### config.mk
export PLATFORM = sky130hd
export DESIGN_NAME = mem_rw_arbiter_flat
export DESIGN_NICKNAME = d
export VERILOG_FILES = /design/src/rtl/mem_rw_arbiter_if.sv /design/src/rtl/mem_rw_arbiter.sv /design/src/flat_wrapper.sv
export SDC_FILE = /design/constraint.sdc
export NUM_CORES = 1
export LEC_CHECK = 0
export BUFFER_PORTS_ARGS = -buffer_cell sky130_fd_sc_hd__buf_2
export CORE_AREA = 3 3 305 307
export DETAILED_ROUTE_END_ITERATION = 10
export DIE_AREA = 0 0 308 310
export HOLD_SLACK_MARGIN = 0.06
export PLACE_DENSITY = 0.41
export SYNTH_ARGS = -nofsm -noshare
export SYNTH_HDL_FRONTEND = slang
export SYNTH_SLANG_ARGS = --single-unit
### constraint.sdc
create_clock -name clock -period 4.47 [get_ports clock]
set_input_delay 0.6705 -clock clock [delete_from_list [all_inputs] [get_ports clock]]
set_output_delay 0.6705 -clock clock [all_outputs]
set_load 0.05 [all_outputs]
### src/rtl/mem_rw_arbiter_if.sv
// Requester-side request/response bundle plus the MemRWHelper port pair for mem_rw_arbiter.
// The slave modport is the arbiter's view; master is the requesters-plus-memory side.
interface mem_rw_arbiter_if #(
  parameter int NUM_REQ = 2
);
  logic [NUM_REQ-1:0]    req_valid;
  logic [NUM_REQ-1:0]    req_ready;
  logic [NUM_REQ-1:0]    req_write;
  logic [NUM_REQ*64-1:0] req_addr;
  logic [NUM_REQ*64-1:0] req_wdata;
  logic [NUM_REQ*64-1:0] req_wmask;
  logic [NUM_REQ-1:0]    resp_valid;
  logic [NUM_REQ-1:0]    resp_ready;
  logic [63:0]           resp_rdata;
  logic                  resp_err;
  logic                  mem_enable;
  logic                  mem_r_enable;
  logic [63:0]           mem_r_index;
  logic [63:0]           mem_r_data;
  logic                  mem_w_enable;
  logic [63:0]           mem_w_index;
  logic [63:0]           mem_w_data;
  logic [63:0]           mem_w_mask;

  modport slave (
    input  req_valid, req_write, req_addr, req_wdata, req_wmask, resp_ready, mem_r_data,
    output req_ready, resp_valid, resp_rdata, resp_err,
    output mem_enable, mem_r_enable, mem_r_index, mem_w_enable, mem_w_index, mem_w_data, mem_w_mask
  );

  modport master (
    output req_valid, req_write, req_addr, req_wdata, req_wmask, resp_ready, mem_r_data,
    input  req_ready, resp_valid, resp_rdata, resp_err,
    input  mem_enable, mem_r_enable, mem_r_index, mem_w_enable, mem_w_index, mem_w_data, mem_w_mask
  );
endinterface

### src/rtl/mem_rw_arbiter.sv
// Round-robin arbiter sharing one word-indexed memory port among NUM_REQ byte-addressed requesters.
// One transaction in flight; read/write/error responses at +3/+2/+1 cycles, held until resp_ready.
module mem_rw_arbiter #(
  parameter int          NUM_REQ   = 2,
  parameter logic [63:0] BASE_ADDR = 64'h0000_0000_8000_0000,
  parameter logic [63:0] RAM_SIZE  = 64'h0000_0000_8000_0000
) (
  input logic             clock,
  input logic             reset_n,
  mem_rw_arbiter_if.slave bus
);
  localparam int          IDX_W    = (NUM_REQ > 1) ? $clog2(NUM_REQ) : 1;
  localparam logic [63:0] END_ADDR = BASE_ADDR + RAM_SIZE;

  typedef enum logic [1:0] {IDLE, ISSUE, CAPTURE, RESP} state_t;

  state_t           state, state_nxt;
  logic [IDX_W-1:0] rr_ptr, grant, owner, cand;
  logic             gnt_vld;
  logic             wr_q, err_q;
  logic [63:0]      index_q, wdata_q, wmask_q, rdata_q;
  logic [63:0]      acc_addr, acc_index;
  logic             acc_err;

  logic [63:0] addr_a  [NUM_REQ];
  logic [63:0] wdata_a [NUM_REQ];
  logic [63:0] wmask_a [NUM_REQ];

  for (genvar g = 0; g < NUM_REQ; g++) begin : g_req
    assign addr_a[g]  = bus.req_addr[g*64 +: 64];
    assign wdata_a[g] = bus.req_wdata[g*64 +: 64];
    assign wmask_a[g] = bus.req_wmask[g*64 +: 64];
  end

  // Scan from the highest offset down so the requester closest to rr_ptr wins.
  always_comb begin
    gnt_vld = 1'b0;
    grant   = '0;
    cand    = '0;
    for (int i = NUM_REQ - 1; i >= 0; i--) begin
      cand = IDX_W'((int'(rr_ptr) + i) % NUM_REQ);
      if (bus.req_valid[cand]) begin
        gnt_vld = 1'b1;
        grant   = cand;
      end
    end
  end

  assign acc_addr  = addr_a[grant];
  assign acc_err   = (acc_addr < BASE_ADDR) || (acc_addr >= END_ADDR);
  assign acc_index = (acc_addr - BASE_ADDR) >> 3;

  always_comb begin
    state_nxt        = state;
    bus.req_ready    = '0;
    bus.resp_valid   = '0;
    bus.resp_rdata   = '0;
    bus.resp_err     = 1'b0;
    bus.mem_enable   = 1'b0;
    bus.mem_r_enable = 1'b0;
    bus.mem_r_index  = '0;
    bus.mem_w_enable = 1'b0;
    bus.mem_w_index  = '0;
    bus.mem_w_data   = '0;
    bus.mem_w_mask   = '0;
    case (state)
      IDLE: begin
        if (gnt_vld && reset_n) begin
          bus.req_ready[grant] = 1'b1;
          state_nxt = acc_err ? RESP : ISSUE;
        end
      end
      ISSUE: begin
        bus.mem_enable = 1'b1;
        if (wr_q) begin
          bus.mem_w_enable = 1'b1;
          bus.mem_w_index  = index_q;
          bus.mem_w_data   = wdata_q;
          bus.mem_w_mask   = wmask_q;
          state_nxt        = RESP;
        end else begin
          bus.mem_r_enable = 1'b1;
          bus.mem_r_index  = index_q;
          state_nxt        = CAPTURE;
        end
      end
      CAPTURE: state_nxt = RESP;
      RESP: begin
        bus.resp_valid[owner] = 1'b1;
        bus.resp_rdata        = rdata_q;
        bus.resp_err          = err_q;
        if (bus.resp_ready[owner]) state_nxt = IDLE;
      end
      default: state_nxt = IDLE;
    endcase
  end

  always_ff @(posedge clock) begin
    if (!reset_n) begin
      state   <= IDLE;
      rr_ptr  <= '0;
      owner   <= '0;
      wr_q    <= 1'b0;
      err_q   <= 1'b0;
      index_q <= '0;
      wdata_q <= '0;
      wmask_q <= '0;
      rdata_q <= '0;
    end else begin
      state <= state_nxt;
      if (state == IDLE && gnt_vld) begin
        owner   <= grant;
        rr_ptr  <= (grant == IDX_W'(NUM_REQ - 1)) ? '0 : grant + 1'b1;
        wr_q    <= bus.req_write[grant];
        err_q   <= acc_err;
        index_q <= acc_index;
        wdata_q <= wdata_a[grant];
        wmask_q <= wmask_a[grant];
        rdata_q <= '0;
      end else if (state == CAPTURE) begin
        rdata_q <= bus.mem_r_data;
      end
    end
  end
endmodule
### src/flat_wrapper.sv
// flat-port wrapper written by rule: the top's interface ports become plain ports
module mem_rw_arbiter_flat 
#(
  parameter int          NUM_REQ   = 2,
  parameter logic [63:0] BASE_ADDR = 64'h0000_0000_8000_0000,
  parameter logic [63:0] RAM_SIZE  = 64'h0000_0000_8000_0000
)
  (clock, reset_n, bus_req_valid, bus_req_write, bus_req_addr, bus_req_wdata, bus_req_wmask, bus_resp_ready, bus_mem_r_data, bus_req_ready, bus_resp_valid, bus_resp_rdata, bus_resp_err, bus_mem_enable, bus_mem_r_enable, bus_mem_r_index, bus_mem_w_enable, bus_mem_w_index, bus_mem_w_data, bus_mem_w_mask);
  mem_rw_arbiter_if #(.NUM_REQ(NUM_REQ)) bus_i ();
  input logic clock;
  input logic reset_n;
  input wire logic [$bits(bus_i.req_valid)-1:0] bus_req_valid;
  input wire logic [$bits(bus_i.req_write)-1:0] bus_req_write;
  input wire logic [$bits(bus_i.req_addr)-1:0] bus_req_addr;
  input wire logic [$bits(bus_i.req_wdata)-1:0] bus_req_wdata;
  input wire logic [$bits(bus_i.req_wmask)-1:0] bus_req_wmask;
  input wire logic [$bits(bus_i.resp_ready)-1:0] bus_resp_ready;
  input wire logic [$bits(bus_i.mem_r_data)-1:0] bus_mem_r_data;
  output wire logic [$bits(bus_i.req_ready)-1:0] bus_req_ready;
  output wire logic [$bits(bus_i.resp_valid)-1:0] bus_resp_valid;
  output wire logic [$bits(bus_i.resp_rdata)-1:0] bus_resp_rdata;
  output wire logic [$bits(bus_i.resp_err)-1:0] bus_resp_err;
  output wire logic [$bits(bus_i.mem_enable)-1:0] bus_mem_enable;
  output wire logic [$bits(bus_i.mem_r_enable)-1:0] bus_mem_r_enable;
  output wire logic [$bits(bus_i.mem_r_index)-1:0] bus_mem_r_index;
  output wire logic [$bits(bus_i.mem_w_enable)-1:0] bus_mem_w_enable;
  output wire logic [$bits(bus_i.mem_w_index)-1:0] bus_mem_w_index;
  output wire logic [$bits(bus_i.mem_w_data)-1:0] bus_mem_w_data;
  output wire logic [$bits(bus_i.mem_w_mask)-1:0] bus_mem_w_mask;
  assign bus_i.req_valid = bus_req_valid;
  assign bus_i.req_write = bus_req_write;
  assign bus_i.req_addr = bus_req_addr;
  assign bus_i.req_wdata = bus_req_wdata;
  assign bus_i.req_wmask = bus_req_wmask;
  assign bus_i.resp_ready = bus_resp_ready;
  assign bus_i.mem_r_data = bus_mem_r_data;
  assign bus_req_ready = bus_i.req_ready;
  assign bus_resp_valid = bus_i.resp_valid;
  assign bus_resp_rdata = bus_i.resp_rdata;
  assign bus_resp_err = bus_i.resp_err;
  assign bus_mem_enable = bus_i.mem_enable;
  assign bus_mem_r_enable = bus_i.mem_r_enable;
  assign bus_mem_r_index = bus_i.mem_r_index;
  assign bus_mem_w_enable = bus_i.mem_w_enable;
  assign bus_mem_w_index = bus_i.mem_w_index;
  assign bus_mem_w_data = bus_i.mem_w_data;
  assign bus_mem_w_mask = bus_i.mem_w_mask;
  mem_rw_arbiter #(.NUM_REQ(NUM_REQ), .BASE_ADDR(BASE_ADDR), .RAM_SIZE(RAM_SIZE)) u_core (.clock(clock), .reset_n(reset_n), .bus(bus_i));
endmodule
==> reports/metrics.yaml <==
grt:
  grt.overflow.total: 0
  grt_pass1_wl_mm: 94.5
  grt_pass1_vias: 14218
  grt_antenna_before_repair: 28
  grt.total_usage_pct: 13.1
  grt_start_max_net_pins: 150
power:
  powerDensity_nw_per_um2: 501
  vdd_drop_max_uv: 285
  p_leak_nw: 10.5
  p_total_mw: 9.77
die:
  die_h_um: 310
  start_util_pct: 14.6
  chipWidth_um: 308
  die-area_um2: 95500
  coreArea_um2: 90300
  row_count: 110
  ios: 784
sta:
  period_minus_slack_ns: 3.89
  timing.final.crit_share_pct: 87.0
  fin_tns_setup_ns: 0
  tightest_slew_ns: 0.972
  skew_ns: 0.0264
  hold_viol_final: 0
  max_freq_mhz: 257
  rsz0062_at_grt: "no"
  relSlewSlack_pct: 35.2
  setup_violations: 0
  final_max_slew_viol_count: 0
clock_network:
  postCtsHoldBufs: 0
  cts_buffers: 36
  postCtsSetupBuffers: 0
  cts_tree: "built"
  worstSkewPairLatency_ns: 0.55
  cts.clk_slew.worst_paths_ns: 0.06
  clock_sinks: 259
  cts_buffer_depth: 3
  cts-root-buf: "clkbuf_16"
  cts-htree-levels: 2
  ctsResizeCount: 0
routing:
  wl_met2_mm: 33.0
  drtPass1Iterations: 5
  dr_wl_met3_mm: 5.94
  num_vias: 14495
  postRouteAntennaNets: 0
  wirelength_mm: 67.4
  wl_per_cell_um: 18.9
  viasPerCell: 4.07
  highest_layer: "met5"
  wl_met1_mm: 27.2
  drt_iter0_drc: 858
  drc: 0
worst_setup_path:
  end_kind: "output pin"
  worstPathRequired_ns: 3.80
  worstPathArrival_ns: 3.22
  reg2reg_depth: 9
  cp-start-kind: "flip-flop"
  critPathMaxFanout: 52
  path_class: "flip-flop to output pin"
final_layout:
  nets: 2808
  mostFrequentLayoutCell: "buf_2"
  fillers: 10280
  mostFrequentLayoutCells: "buf_2 (771), nand2_1 (361), dfxtp_1 (258)"
  syn_to_final_growth_pct: 47.5
  drive_gt1_share_pct: 37.0
synth:
  yosysSeqAreaShare_pct: 39.2
  netlist_area_um2: 13200
  syn_avg_cell_area_um2: 7.97
  syn_inst: 1660
  synth-seq-cells: 259
  synth_cell_types: 65
  synthFlopType: "dfxtp_1"
  yosysWarnings: 0
  async_reset_ff_share_pct: 0
  synth_edf_count: 0
place:
  gp_congestion: 0.799
  portBuffers: 771
  place.detailed.hpwl_mm: 49.8
hold_path:
  hold_path.class: "input port to flip-flop"
  hold_depth: 3
flow_run:
  cap_viol_max_count: 0
status:
  status: "completed"
## kinds of logic after synthesis
logic type	Yosys count	share of synthesized area (%)
other	1	0.0284
buffers and inverters	161	4.90
multiplexers	88	6.68
adder cells (fa/ha/maj)	5	0.473
AO/OA/AOI/OAI	248	14.5
flip-flops	259	39.2
AND/OR/NAND/NOR	876	32.7
XOR/XNOR	22	1.46
## state kept, by name, indices dropped and copies added (netlist names)
signal,count
u_core.state,2
u_core.rdata_q,64
u_core.rr_ptr,1
u_core.wmask_q,64
u_core.err_q,1
u_core.wdata_q,64
u_core.owner,1
u_core.index_q,61
u_core.wr_q,1
## power breakdown
| part | internal, mW | total [mW] | switching [mW] |
|---|---|---|---|
| Combinational | 1.10 | 3.48 | 2.38 |
| Sequential | 2.92 | 3.35 | 0.432 |
| Clock | 1.76 | 2.94 | 1.18 |
| Total | 5.78 | 9.77 | 3.99 |
## synthesized netlist by cell type, drive strengths merged, types with 23 or more instances
cell | number | share of area (%)
buf | 36 | 1.4
o211a | 31 | 2.3
clkbuf | 117 | 3.3
and3 | 190 | 9.0
nor2 | 84 | 2.4
nand3 | 52 | 2.0
nand2 | 363 | 10
mux2i | 86 | 6.5
a22oi | 130 | 7.4
and2 | 131 | 6.2
o21ai | 23 | 0.87
dfxtp | 259 | 39
## metal layers
layer,GRT usage (%),up-vias
met5,0,-
met4,3.34,20
met3,4.72,86
met2,23.0,506
met1,15.2,6740
li1,-,7143
## area by class of cell
type / instances / area [um2] / area share (%)
Clock buffer: 49 / 1010 / 5.18
Antenna cell: 16 / 40.0 / 0.205
Tap cell: 1176 / 1470 / 7.54
Multi-Input combinational cell: 1245 / 7480 / 38.3
Timing Repair Buffer: 797 / 4130 / 21.2
Sequential cell: 259 / 5190 / 26.6
Clock inverter: 13 / 158 / 0.808
Inverter: 8 / 30.0 / 0.154
## per-stage QoR
| step | util (%) | hold WS (ns) | area, um2 | setup slack [ns] | std cells |
|---|---|---|---|---|---|
| detailed placement | 20.3 | 0.450 | 18300 | 1.04 | 3485 |
| CTS | 21.6 | 0.250 | 19500 | 0.410 | 3547 |
| global placement | 20.3 | 0.453 | 18300 | 1.03 | 3485 |
| finish | 21.6 | 0.302 | 19500 | 0.582 | 3563 |
| floorplan | - | 0.426 | 13200 | 1.23 | 1665 |
| global route | 21.6 | 0.271 | 19500 | 0.256 | 3556 |
## path summary, 6_finish.rpt
path | slack [ns] | to | startpoint
worst max register to register | 1.78 | u_core.index_q[60] | u_core.rr_ptr
worst min register to register | 0.46 | u_core.wdata_q[62] | u_core.wdata_q[62]
worst max-delay path | 0.58 | bus_mem_r_index[52] | u_core.state[1]
worst min-delay path | 0.30 | u_core.wdata_q[36] | bus_req_wdata[36]
## worst max-delay path, cell delays in order (launching register included)
cell and delay (ns):
dfxtp_1 0.36, inv_1 0.13, ha_4 0.53, nor2b_4 0.89
buf_4 0.33, and2_1 0.15, buf_2 0.26
No activity file was read; power rests on OpenSTA's default activity.
